`config.mk`:
```
export PLATFORM = sky130hd
export DESIGN_NAME = lcd_bus_driver_flat
export DESIGN_NICKNAME = d
export VERILOG_FILES = /design/src/rtl/lcd_pkg.sv /design/src/rtl/lcd_bus_driver_if.sv /design/src/rtl/lcd_delay_timer.sv /design/src/rtl/lcd_bus_driver.sv /design/src/flat_wrapper.sv
export SDC_FILE = /design/constraint.sdc
export NUM_CORES = 1
export LEC_CHECK = 0
export ABC_AREA = 1
export BUFFER_PORTS_ARGS = -buffer_cell sky130_fd_sc_hd__buf_2
export CELL_PAD_IN_SITES_DETAIL_PLACEMENT = 1
export CELL_PAD_IN_SITES_GLOBAL_PLACEMENT = 1
export CORE_AREA = 3 3 85 87
export DETAILED_ROUTE_END_ITERATION = 16
export DIE_AREA = 0 0 88 90
export GPL_TIMING_DRIVEN = 0
export MAX_ROUTING_LAYER = met4
export PLACE_DENSITY = 0.64
export SYNTH_ARGS = -nofsm -noshare
export SYNTH_HDL_FRONTEND = slang
export SYNTH_SLANG_ARGS = --single-unit
```
`constraint.sdc`:
```
create_clock -name i_clk -period 2.2 [get_ports i_clk]
set_input_delay 0.22 -clock i_clk [delete_from_list [all_inputs] [get_ports i_clk]]
set_output_delay 0.22 -clock i_clk [all_outputs]
set_load 0.005 [all_outputs]
```
`src/rtl/lcd_pkg.sv`:
```
// ============================================================================
// Module : lcd_pkg
// Brief  : Shared constants, state codes and helpers for the LCD bus driver.
// Rev    : 1.0
// ============================================================================
`timescale 1ns/1ps
`default_nettype none

package lcd_pkg;

  localparam int LCD_ON_BIT    = 31;
  localparam int LCD_START_BIT = 10;
  localparam int LCD_RW_BIT    = 9;
  localparam int LCD_RS_BIT    = 8;

  typedef logic [2:0] lcd_state_t;

  localparam lcd_state_t ST_IDLE      = 3'd0;
  localparam lcd_state_t ST_SETUP     = 3'd1;
  localparam lcd_state_t ST_PULSE     = 3'd2;
  localparam lcd_state_t ST_HOLD      = 3'd3;
  localparam lcd_state_t ST_EXEC      = 3'd4;
`ifdef LCD_INIT_SEQ_EN
  localparam lcd_state_t ST_INIT_LOAD = 3'd5;
`endif

  // Power-on command list: function set, display on, clear, entry mode.
  localparam int INIT_LEN = 4;
  localparam logic [INIT_LEN-1:0][7:0] INIT_CMDS = {8'h06, 8'h01, 8'h0C, 8'h38};

  // Clear display (0x01) and return home (0x02/0x03) need the long wait.
  function automatic logic is_clear_class(input logic rs, input logic [7:0] data);
    return !rs && ((data == 8'h01) || (data == 8'h02) || (data == 8'h03));
  endfunction

  function automatic int unsigned max_u(input int unsigned a, input int unsigned b);
    return (a > b) ? a : b;
  endfunction

endpackage

`default_nettype wire

```
`src/rtl/lcd_bus_driver_if.sv`:
```
// ============================================================================
// Module : lcd_bus_driver_if
// Brief  : LCD panel pin bundle; master drives the pins, slave observes them.
// Rev    : 1.0
// ============================================================================
`timescale 1ns/1ps
`default_nettype none

interface lcd_bus_driver_if;

  logic [7:0] lcd_data;
  logic       lcd_data_oe;
  logic       lcd_rs;
  logic       lcd_rw;
  logic       lcd_en;
  logic       lcd_on;

  modport master (
    output lcd_data,
    output lcd_data_oe,
    output lcd_rs,
    output lcd_rw,
    output lcd_en,
    output lcd_on
  );

  modport slave (
    input lcd_data,
    input lcd_data_oe,
    input lcd_rs,
    input lcd_rw,
    input lcd_en,
    input lcd_on
  );

endinterface

`default_nettype wire

```
`src/rtl/lcd_delay_timer.sv`:
```
// ============================================================================
// Module : lcd_delay_timer
// Brief  : Loadable down-counter with a zero flag; holds at zero.
// Rev    : 1.0
// ============================================================================
`timescale 1ns/1ps
`default_nettype none

module lcd_delay_timer #(
  parameter int WIDTH = 8
) (
  input  logic             i_clk,
  input  logic             i_reset,
  input  logic             i_load,
  input  logic [WIDTH-1:0] i_value,
  output logic             o_zero
);

  logic [WIDTH-1:0] count_q;
  logic [WIDTH-1:0] count_d;

  always_comb begin
    count_d = count_q;
    if (i_load) begin
      count_d = i_value;
    end else if (count_q != '0) begin
      count_d = count_q - WIDTH'(1);
    end
  end

  always_ff @(posedge i_clk or negedge i_reset) begin
    if (!i_reset) begin
      count_q <= '0;
    end else begin
      count_q <= count_d;
    end
  end

  assign o_zero = (count_q == '0);

endmodule

`default_nettype wire

```
`src/rtl/lcd_bus_driver.sv`:
```
// ============================================================================
// Module : lcd_bus_driver
// Brief  : Runs timed HD44780 bus cycles from the LCD control register image.
//          Optional power-on command sequence under macro LCD_INIT_SEQ_EN.
// Rev    : 1.0
// ============================================================================
`timescale 1ns/1ps
`default_nettype none

module lcd_bus_driver
  import lcd_pkg::*;
#(
  parameter int unsigned T_SETUP_CYC = 4,
  parameter int unsigned T_PULSE_CYC = 12,
  parameter int unsigned T_HOLD_CYC  = 2,
  parameter int unsigned T_EXEC_CYC  = 2000,
  parameter int unsigned T_CLEAR_CYC = 82000
) (
  input  logic             i_clk,
  input  logic             i_reset,
  input  logic [31:0]      i_lcd_reg,
  lcd_bus_driver_if.master lcd,
  output logic             o_busy,
  output logic             o_done
);

  localparam int unsigned T_MAX = max_u(max_u(max_u(T_SETUP_CYC, T_PULSE_CYC),
                                               max_u(T_HOLD_CYC, T_EXEC_CYC)),
                                         T_CLEAR_CYC);
  localparam int unsigned CNT_W = (T_MAX > 1) ? $clog2(T_MAX) : 1;

  // Counter is loaded with length-1 so a state lasts exactly its length.
  localparam logic [CNT_W-1:0] LD_SETUP = CNT_W'(T_SETUP_CYC - 1);
  localparam logic [CNT_W-1:0] LD_PULSE = CNT_W'(T_PULSE_CYC - 1);
  localparam logic [CNT_W-1:0] LD_HOLD  = CNT_W'(T_HOLD_CYC - 1);
  localparam logic [CNT_W-1:0] LD_EXEC  = CNT_W'(T_EXEC_CYC - 1);
  localparam logic [CNT_W-1:0] LD_CLEAR = CNT_W'(T_CLEAR_CYC - 1);

`ifdef LCD_INIT_SEQ_EN
  localparam lcd_state_t RESET_STATE = ST_INIT_LOAD;
`else
  localparam lcd_state_t RESET_STATE = ST_IDLE;
`endif

  lcd_state_t       state_q, state_d;
  logic             start_q;
  logic [7:0]       data_q, data_d;
  logic             rs_q, rs_d;
  logic             rw_q, rw_d;
  logic             oe_q, oe_d;
  logic             en_q, en_d;
  logic             busy_q, busy_d;
  logic             done_q, done_d;
  logic             on_q;

  logic             request;
  logic             timer_load;
  logic [CNT_W-1:0] timer_value;
  logic             timer_zero;
  logic             unused_reg_bits;

`ifdef LCD_INIT_SEQ_EN
  logic             init_active_q, init_active_d;
  logic [1:0]       init_idx_q, init_idx_d;
`endif

  assign unused_reg_bits = &{1'b0, i_lcd_reg[30:11]};

  // Edges during a cycle (or init) are dropped, but start_q keeps tracking.
  assign request = (state_q == ST_IDLE) && i_lcd_reg[LCD_START_BIT] && !start_q;

  always_comb begin
    state_d = state_q;
    data_d  = data_q;
    rs_d    = rs_q;
    rw_d    = rw_q;
    oe_d    = oe_q;
    done_d  = 1'b0;
`ifdef LCD_INIT_SEQ_EN
    init_active_d = init_active_q;
    init_idx_d    = init_idx_q;
`endif
    case (state_q)
      ST_IDLE: begin
        if (request) begin
          data_d  = i_lcd_reg[7:0];
          rs_d    = i_lcd_reg[LCD_RS_BIT];
          rw_d    = i_lcd_reg[LCD_RW_BIT];
          oe_d    = !i_lcd_reg[LCD_RW_BIT];
          state_d = ST_SETUP;
        end
      end
      ST_SETUP: if (timer_zero) state_d = ST_PULSE;
      ST_PULSE: if (timer_zero) state_d = ST_HOLD;
      ST_HOLD:  if (timer_zero) state_d = ST_EXEC;
      ST_EXEC: begin
        if (timer_zero) begin
`ifdef LCD_INIT_SEQ_EN
          if (init_active_q) begin
            if (init_idx_q == 2'(INIT_LEN - 1)) begin
              init_active_d = 1'b0;
              state_d       = ST_IDLE;
            end else begin
              init_idx_d = init_idx_q + 2'd1;
              state_d    = ST_INIT_LOAD;
            end
          end else begin
            state_d = ST_IDLE;
            done_d  = 1'b1;
          end
`else
          state_d = ST_IDLE;
          done_d  = 1'b1;
`endif
        end
      end
`ifdef LCD_INIT_SEQ_EN
      ST_INIT_LOAD: begin
        data_d  = INIT_CMDS[init_idx_q];
        rs_d    = 1'b0;
        rw_d    = 1'b0;
        oe_d    = 1'b1;
        state_d = ST_SETUP;
      end
`endif
      default: state_d = ST_IDLE;
    endcase

    timer_load  = (state_d != state_q);
    timer_value = '0;
    case (state_d)
      ST_SETUP: timer_value = LD_SETUP;
      ST_PULSE: timer_value = LD_PULSE;
      ST_HOLD:  timer_value = LD_HOLD;
      ST_EXEC:  timer_value = is_clear_class(rs_d, data_d) ? LD_CLEAR : LD_EXEC;
      default:  timer_value = '0;
    endcase

    en_d   = (state_d == ST_PULSE);
    busy_d = (state_d != ST_IDLE);
  end

  lcd_delay_timer #(
    .WIDTH (CNT_W)
  ) u_timer (
    .i_clk   (i_clk),
    .i_reset (i_reset),
    .i_load  (timer_load),
    .i_value (timer_value),
    .o_zero  (timer_zero)
  );

  always_ff @(posedge i_clk or negedge i_reset) begin
    if (!i_reset) begin
      state_q <= RESET_STATE;
      start_q <= 1'b1;
      data_q  <= '0;
      rs_q    <= 1'b0;
      rw_q    <= 1'b0;
      oe_q    <= 1'b0;
      en_q    <= 1'b0;
      busy_q  <= 1'b0;
      done_q  <= 1'b0;
      on_q    <= 1'b0;
    end else begin
      state_q <= state_d;
      start_q <= i_lcd_reg[LCD_START_BIT];
      data_q  <= data_d;
      rs_q    <= rs_d;
      rw_q    <= rw_d;
      oe_q    <= oe_d;
      en_q    <= en_d;
      busy_q  <= busy_d;
      done_q  <= done_d;
      on_q    <= i_lcd_reg[LCD_ON_BIT];
    end
  end

`ifdef LCD_INIT_SEQ_EN
  always_ff @(posedge i_clk or negedge i_reset) begin
    if (!i_reset) begin
      init_active_q <= 1'b1;
      init_idx_q    <= 2'd0;
    end else begin
      init_active_q <= init_active_d;
      init_idx_q    <= init_idx_d;
    end
  end
`endif

  assign lcd.lcd_data    = data_q;
  assign lcd.lcd_data_oe = oe_q;
  assign lcd.lcd_rs      = rs_q;
  assign lcd.lcd_rw      = rw_q;
  assign lcd.lcd_en      = en_q;
  assign lcd.lcd_on      = on_q;
  assign o_busy          = busy_q;
  assign o_done          = done_q;

endmodule

`default_nettype wire
```
`src/flat_wrapper.sv`:
```
// flat-port wrapper written by rule: the top's interface ports become plain ports
module lcd_bus_driver_flat import lcd_pkg::*;
#(
  parameter int unsigned T_SETUP_CYC = 4,
  parameter int unsigned T_PULSE_CYC = 12,
  parameter int unsigned T_HOLD_CYC  = 2,
  parameter int unsigned T_EXEC_CYC  = 2000,
  parameter int unsigned T_CLEAR_CYC = 82000
)
  (i_clk, i_reset, i_lcd_reg, o_busy, o_done, lcd_lcd_data, lcd_lcd_data_oe, lcd_lcd_rs, lcd_lcd_rw, lcd_lcd_en, lcd_lcd_on);
  lcd_bus_driver_if lcd_i ();
  input  logic i_clk;
  input  logic i_reset;
  input  logic [31:0] i_lcd_reg;
  output logic o_busy;
  output logic o_done;
  output wire logic [$bits(lcd_i.lcd_data)-1:0] lcd_lcd_data;
  output wire logic [$bits(lcd_i.lcd_data_oe)-1:0] lcd_lcd_data_oe;
  output wire logic [$bits(lcd_i.lcd_rs)-1:0] lcd_lcd_rs;
  output wire logic [$bits(lcd_i.lcd_rw)-1:0] lcd_lcd_rw;
  output wire logic [$bits(lcd_i.lcd_en)-1:0] lcd_lcd_en;
  output wire logic [$bits(lcd_i.lcd_on)-1:0] lcd_lcd_on;
  assign lcd_lcd_data = lcd_i.lcd_data;
  assign lcd_lcd_data_oe = lcd_i.lcd_data_oe;
  assign lcd_lcd_rs = lcd_i.lcd_rs;
  assign lcd_lcd_rw = lcd_i.lcd_rw;
  assign lcd_lcd_en = lcd_i.lcd_en;
  assign lcd_lcd_on = lcd_i.lcd_on;
  lcd_bus_driver #(.T_SETUP_CYC(T_SETUP_CYC), .T_PULSE_CYC(T_PULSE_CYC), .T_HOLD_CYC(T_HOLD_CYC), .T_EXEC_CYC(T_EXEC_CYC), .T_CLEAR_CYC(T_CLEAR_CYC)) u_core (.i_clk(i_clk), .i_reset(i_reset), .i_lcd_reg(i_lcd_reg), .lcd(lcd_i), .o_busy(o_busy), .o_done(o_done));
endmodule
```
---- Word level (Yosys, flattened, before mapping) ----
Index checks and enable logic that the tools add are counted.
word-level totals
  bits in registers ....................... 36
operators by class
  eq/ne operators ......................... 12
  multiplexer cells ....................... 16
  reduce and logical (&&, ||, !) cells .... 14
  add/sub/neg operators ................... 1
operators by type and width
  operator                                                              count
  17-bit case mux with 4 select lines                                   1
  17-bit two-way mux                                                    3
  17-bit zero test                                                      1
  17-bit nonzero test                                                   1
  17-bit by 1-bit subtractor with 17-bit output, second input constant  1
  8-bit by 2-bit == test with 1-bit output, second input constant       2
  8-bit two-way mux                                                     2
  3-bit two-way mux                                                     5
  3-bit case mux with 5 select lines                                    1
  3-bit by 2-bit == test with 1-bit output, second input constant       4
  8-bit by 1-bit == test with 1-bit output, second input constant       1
  3-bit by 1-bit == test with 1-bit output, second input constant       2
  3-bit == test, second input constant                                  2
  1-bit two-way mux                                                     4
  1-bit logical AND                                                     3
  1-bit zero test                                                       3
  3-bit zero test                                                       1
  3-bit != test                                                         1
  3-bit nonzero test                                                    1
  1-bit logical OR                                                      2
  2-bit AND reduction                                                   1
  2-bit nonzero test                                                    1

---- Logic depth before layout (Yosys ltp) ----
  word-level depth ........................ 12
  mapped depth ............................ 15
  gate-level depth less buffers ........... 15

---- Modules after synthesis ----
Synthesis repeated with hierarchy kept, for this count alone.
second synthesis, totals
  cell total of the unflattened synthesis .. 287
  area, all modules ....................... 2123.3 um2
by module, submodules not included
  module           area an instance (um2)  instances  seq. area each (um2)  cells each
  lcd_delay_timer  1181.1                  1          425.4                 170
  lcd_bus_driver   942.2                   1          476.7                 117

---- Least setup slack after synthesis ----
OpenSTA, ideal clock, no wires.
  kind .................................... reg2reg
  start point ............................. register u_core.u_timer.count_q[0]
  end point ............................... register u_core.u_timer.count_q[1]
  stages on the path, launching flop included .. 16
  buffers on the path ..................... 1
  library setup time ...................... 0.073 ns
  required time ........................... 2.127 ns
  clock period less this slack ............ 1.737 ns
  setup slack ............................. 0.463 ns
  arrival ................................. 1.664 ns
  cell sequence ........................... dfrtp_1 > inv_1 > ha_1 > inv_1 > nor2_1 > nand2_1 > nor2_4 > nand2_4 > nand2_1 > nand3_2 > nand2_4 > nand2_4 > nand2_4 > buf_12 > nand3_4 > a21oi_2
between the ends
  longest elaborated chain between the ends .. 6
  elaborated cells between the ends (all ways) .. 17
RTL lines
  item                                    line                   text
  start, declared                         lcd_delay_timer.sv:19  logic [WIDTH-1:0] count_q;
  start signal, assigned                  lcd_delay_timer.sv:35  count_q <= count_d;
  17-bit zero test (*)                    lcd_delay_timer.sv:39  assign o_zero = (count_q == '0);
  3-bit two-way mux (on tied branches)    n/a
  3-bit case mux with 5 select lines (*)  lcd_bus_driver.sv:83   case (state_q)
  net u_core.state_d[0]                   lcd_bus_driver.sv:45   lcd_state_t state_q, state_d;
  3-bit == test (tied with other cells)   lcd_bus_driver.sv:131  case (state_d)
  17-bit case mux with 4 select lines     lcd_bus_driver.sv:131
  17-bit two-way mux                      lcd_delay_timer.sv:24  if (i_load) begin
The timed path passes the listed nets; every way through them passes the cells marked *. The select of a mux whose other input is x is not followed.
A chain may end at the register's enable or synchronous reset.

---- Worst setup path in the final report ----
  start point ............................. register u_core.u_timer.count_q[1]
  end point ............................... register u_core.u_timer.count_q[7]
The elaborated chain is that of the path after synthesis.

==> impl_metrics.json <==
{
  "status": "finished, final reports clean",
  "firstDrtPassIters": 4,
  "multi_input_area_um2": 888,
  "placed_cells": 326,
  "drc": 0,
  "path_class": "reg -> reg",
  "coreArea_mm2": 0.00642,
  "grt_max_degree": 37,
  "yosysSeqAreaShare_pct": 46.6,
  "met3_wirelength_um": 119,
  "async_flop_share_pct": 100,
  "grt_pass1_wl_mm": 7.60,
  "fillers": 775,
  "seqPwrFrac_pct": 49.9,
  "setup.worst_path.end": "u_core.u_timer.count_q[7]",
  "wl_met1_mm": 2.09,
  "synth_edf_count": 0,
  "die_x_um": 88,
  "tightest_slew_ns": 0.811,
  "cts_tree": "built",
  "pwr-share-clk_pct": 48.1,
  "startpoint": "u_core.u_timer.count_q[1]",
  "fmax_mhz": 518,
  "std_cell_rows": 29,
  "tns_ns": 0,
  "critPathLaunchType": "register",
  "final-max-slew-violation-count": 0,
  "relSlewSlack_pct": 45.9,
  "reg2reg_from": "u_core.u_timer.count_q[1]",
  "register_area_um2": 902,
  "p_int_uw": 1070,
  "die_y_um": 90,
  "die_area_mm2": 0.00792,
  "p_leak_uw": 0.00119,
  "cp.arrival_ns": 2.14,
  "rsz0062_at_grt": "false",
  "diodes": 0,
  "synth_cells": 221,
  "stdcell_count": 334,
  "met2WireLength_mm": 2.01,
  "setup_slack_ns": 0.270,
  "top_layer": "met4",
  "cap_violations": 0,
  "period_share_pct": 87.7,
  "layout_common_cells": "nand2_1 (50), dfrtp_1 (35), buf_2 (28), nor2_1 (27), inv_1 (26)",
  "irDropWorstVdd_mv": 0.264,
  "hold_violations": 0,
  "cpMaxStageDelayCell": "dfrtp_1",
  "ys.flop_type": "dfrtp_1",
  "grt_usage_pct": 12.5,
  "path_max_fanout": 8,
  "syn-num-nets": 257,
  "cts_buffers": 5,
  "hpwl_mm": 3.33,
  "gp_congestion": 0.814,
  "synth_cell_types": 34,
  "switching_share_pct": 19.3,
  "area_growth_pct": 18.8,
  "clk_path_buf_depth": 2,
  "clkLatencyLatePin_ns": 0.29,
  "num_io_pins": 49,
  "fin_skew_ns": 0.00465,
  "clock-root-buffer": "clkbuf_8",
  "crit_top_cell": "nand2_4",
  "power_uw": 1330,
  "synth_area_mm2": 0.00193,
  "cts_hold_buf": 0,
  "hold_slack_ns": 0.0194,
  "ys_warn_count": 0,
  "first_global_vias": 1597,
  "setup_viol": 0,
  "layout.nets": 292,
  "wl_per_cell_um": 12.8,
  "mostFrequentLayoutCell": "nand2_1",
  "power_switching_uw": 257,
  "p_per_area_mw_per_mm2": 579,
  "reg2reg_setup_slack_ns": 0.27,
  "vias": 1501,
  "cp.required_ns": 2.41,
  "antenna_found_initial": 0,
  "min_period_ns": 1.93,
  "cp_slowest_stage_delay_ns": 0.41,
  "drt_wl_total_mm": 4.28,
  "cp-end-kind": "register",
  "ff2ff_path_depth": 14,
  "h-tree-depth": 2,
  "path_clk_slew_ns": 0.07,
  "port_buffers": 28,
  "drive_gt1_share_pct": 25.7,
  "cts_sinks": 36,
  "postRouteAntennaNets": 0,
  "ys_seq_elements": 36,
  "start_util_pct": 30.1,
  "p_comb_share_pct": 2.0,
  "holdCritPathClass": "in -> async",
  "avgSynthCellArea_um2": 8.75,
  "pre_cts_ws_ns": 0.204,
  "grt_overflow_total": 0,
  "worstReg2RegEnd": "u_core.u_timer.count_q[7]",
  "drtIter0Drc": 40,
  "path_cells": "inv_1, ha_1, inv_1, nor2_1, nand2_1, nor2_4, nand3_1, nand3_2, nand2_4, nand2_4, nand2_4, inv_2, nand2_1, a21oi_1",
  "viasPerCell": 4.49
}
-- how the worst min path moves through the flow --
stage | startpoint | endpoint | slack, ns
6_report | i_reset | u_core.lcd.lcd_data[1] | 0.02
5_1_grt | i_lcd_reg[10] | u_core.start_q | 0.02
4_1_cts | i_lcd_reg[10] | u_core.start_q | 0.03
2_1_floorplan | i_reset | u_core.lcd.lcd_data[0] | -0.08
3_5_place_dp | i_lcd_reg[31] | u_core.lcd.lcd_on | 0.33
3_3_place_gp | i_lcd_reg[31] | u_core.lcd.lcd_on | 0.33
-- flip-flops by register name, indices dropped and copies added (netlist names) --
register / count
u_core.lcd.lcd_rs: 1
u_core.lcd.lcd_rw: 1
u_core.lcd.lcd_data: 8
u_core.o_busy: 1
u_core.start_q: 1
u_core.o_done: 1
u_core.u_timer.count_q: 17
u_core.lcd.lcd_on: 1
u_core.state_q: 3
u_core.lcd.lcd_data_oe: 1
u_core.lcd.lcd_en: 1
-- power by group through the flow --
stage | Sequential (uW) | Clock (uW) | Combinational (uW)
after floorplan | 678 | 0 | 1.33
after global placement | 677 | 0 | 27.8
after detailed placement | 677 | 0 | 28.0
after CTS | 664 | 660 | 28.0
after global routing | 664 | 691 | 30.7
final | 664 | 640 | 26.2
-- cells by family (layout without fill, tap and decap cells) --
family / Yosys count / after routing / share of synthesized area (%)
flops: 36 / 36 / 46.6
xor+xnor: 13 / 13 / 5.89
fa+ha+maj: 2 / 2 / 1.29
simple gates: 113 / 113 / 29.9
buf+inv: 32 / 68 / 7.44
compound gates: 25 / 25 / 8.80
-- cell usage after synthesis, drive strengths merged, types with 2 or more instances --
cell | n | area [um2]
nor4 | 2 | 12.5
buf | 2 | 31.3
nand3 | 12 | 90.1
nand4 | 4 | 25.0
nand2 | 56 | 250
dfrtp | 35 | 876
inv | 30 | 113
o21ai | 8 | 55.1
a211oi | 2 | 25.0
xnor2 | 2 | 17.5
xor2 | 11 | 96.3
nor2 | 35 | 175
ha | 2 | 25.0
a21oi | 12 | 67.6
o211ai | 2 | 15.0
-- layer usage --
| layer | vias up | GRT usage, % |
|---|---|---|
| met3 | 4 | 2.83 |
| li1 | 767 | - |
| met2 | 14 | 18.4 |
| met1 | 716 | 16.8 |
| met5 | - | - |
| met4 | 0 | 4.60 |
-- metrics by stage --
stage               instance area, um2  utilization, %
CTS                               2300            35.8
floorplan                         1930               -
detailed placement                2170            33.8
global placement                  2170            33.8
global route                      2300            35.8
finish                            2300            35.8
-- final cells by class --
cell class              instances  share of cell area [%]
flip-flops and latches         36                    39.3
multi-input cells             153                    38.7
repair buffers                 28                    6.10
inverters                      30                    4.90
clock buffers                   7                    4.19
well taps                      77                    4.19
plain buffers                   2                    1.36
clock inverters                 1                    1.31
-- timing repair --
item                       in CTS  in global routing
resized for setup               0                  1
hold endpoints to repair        0                  0
setup endpoints to repair       0                  9
buffers inserted                0                  0
-- critical path, delay by kind of cell (launching register included) --
family	cells	cell delay, ns
AOI/OAI and AO/OA	1	0.13
adders and majority gates	1	0.18
buffers and inverters	3	0.27
DFF	1	0.41
and+or+nand+nor	9	0.87
(Power assumes the default switching activity.)
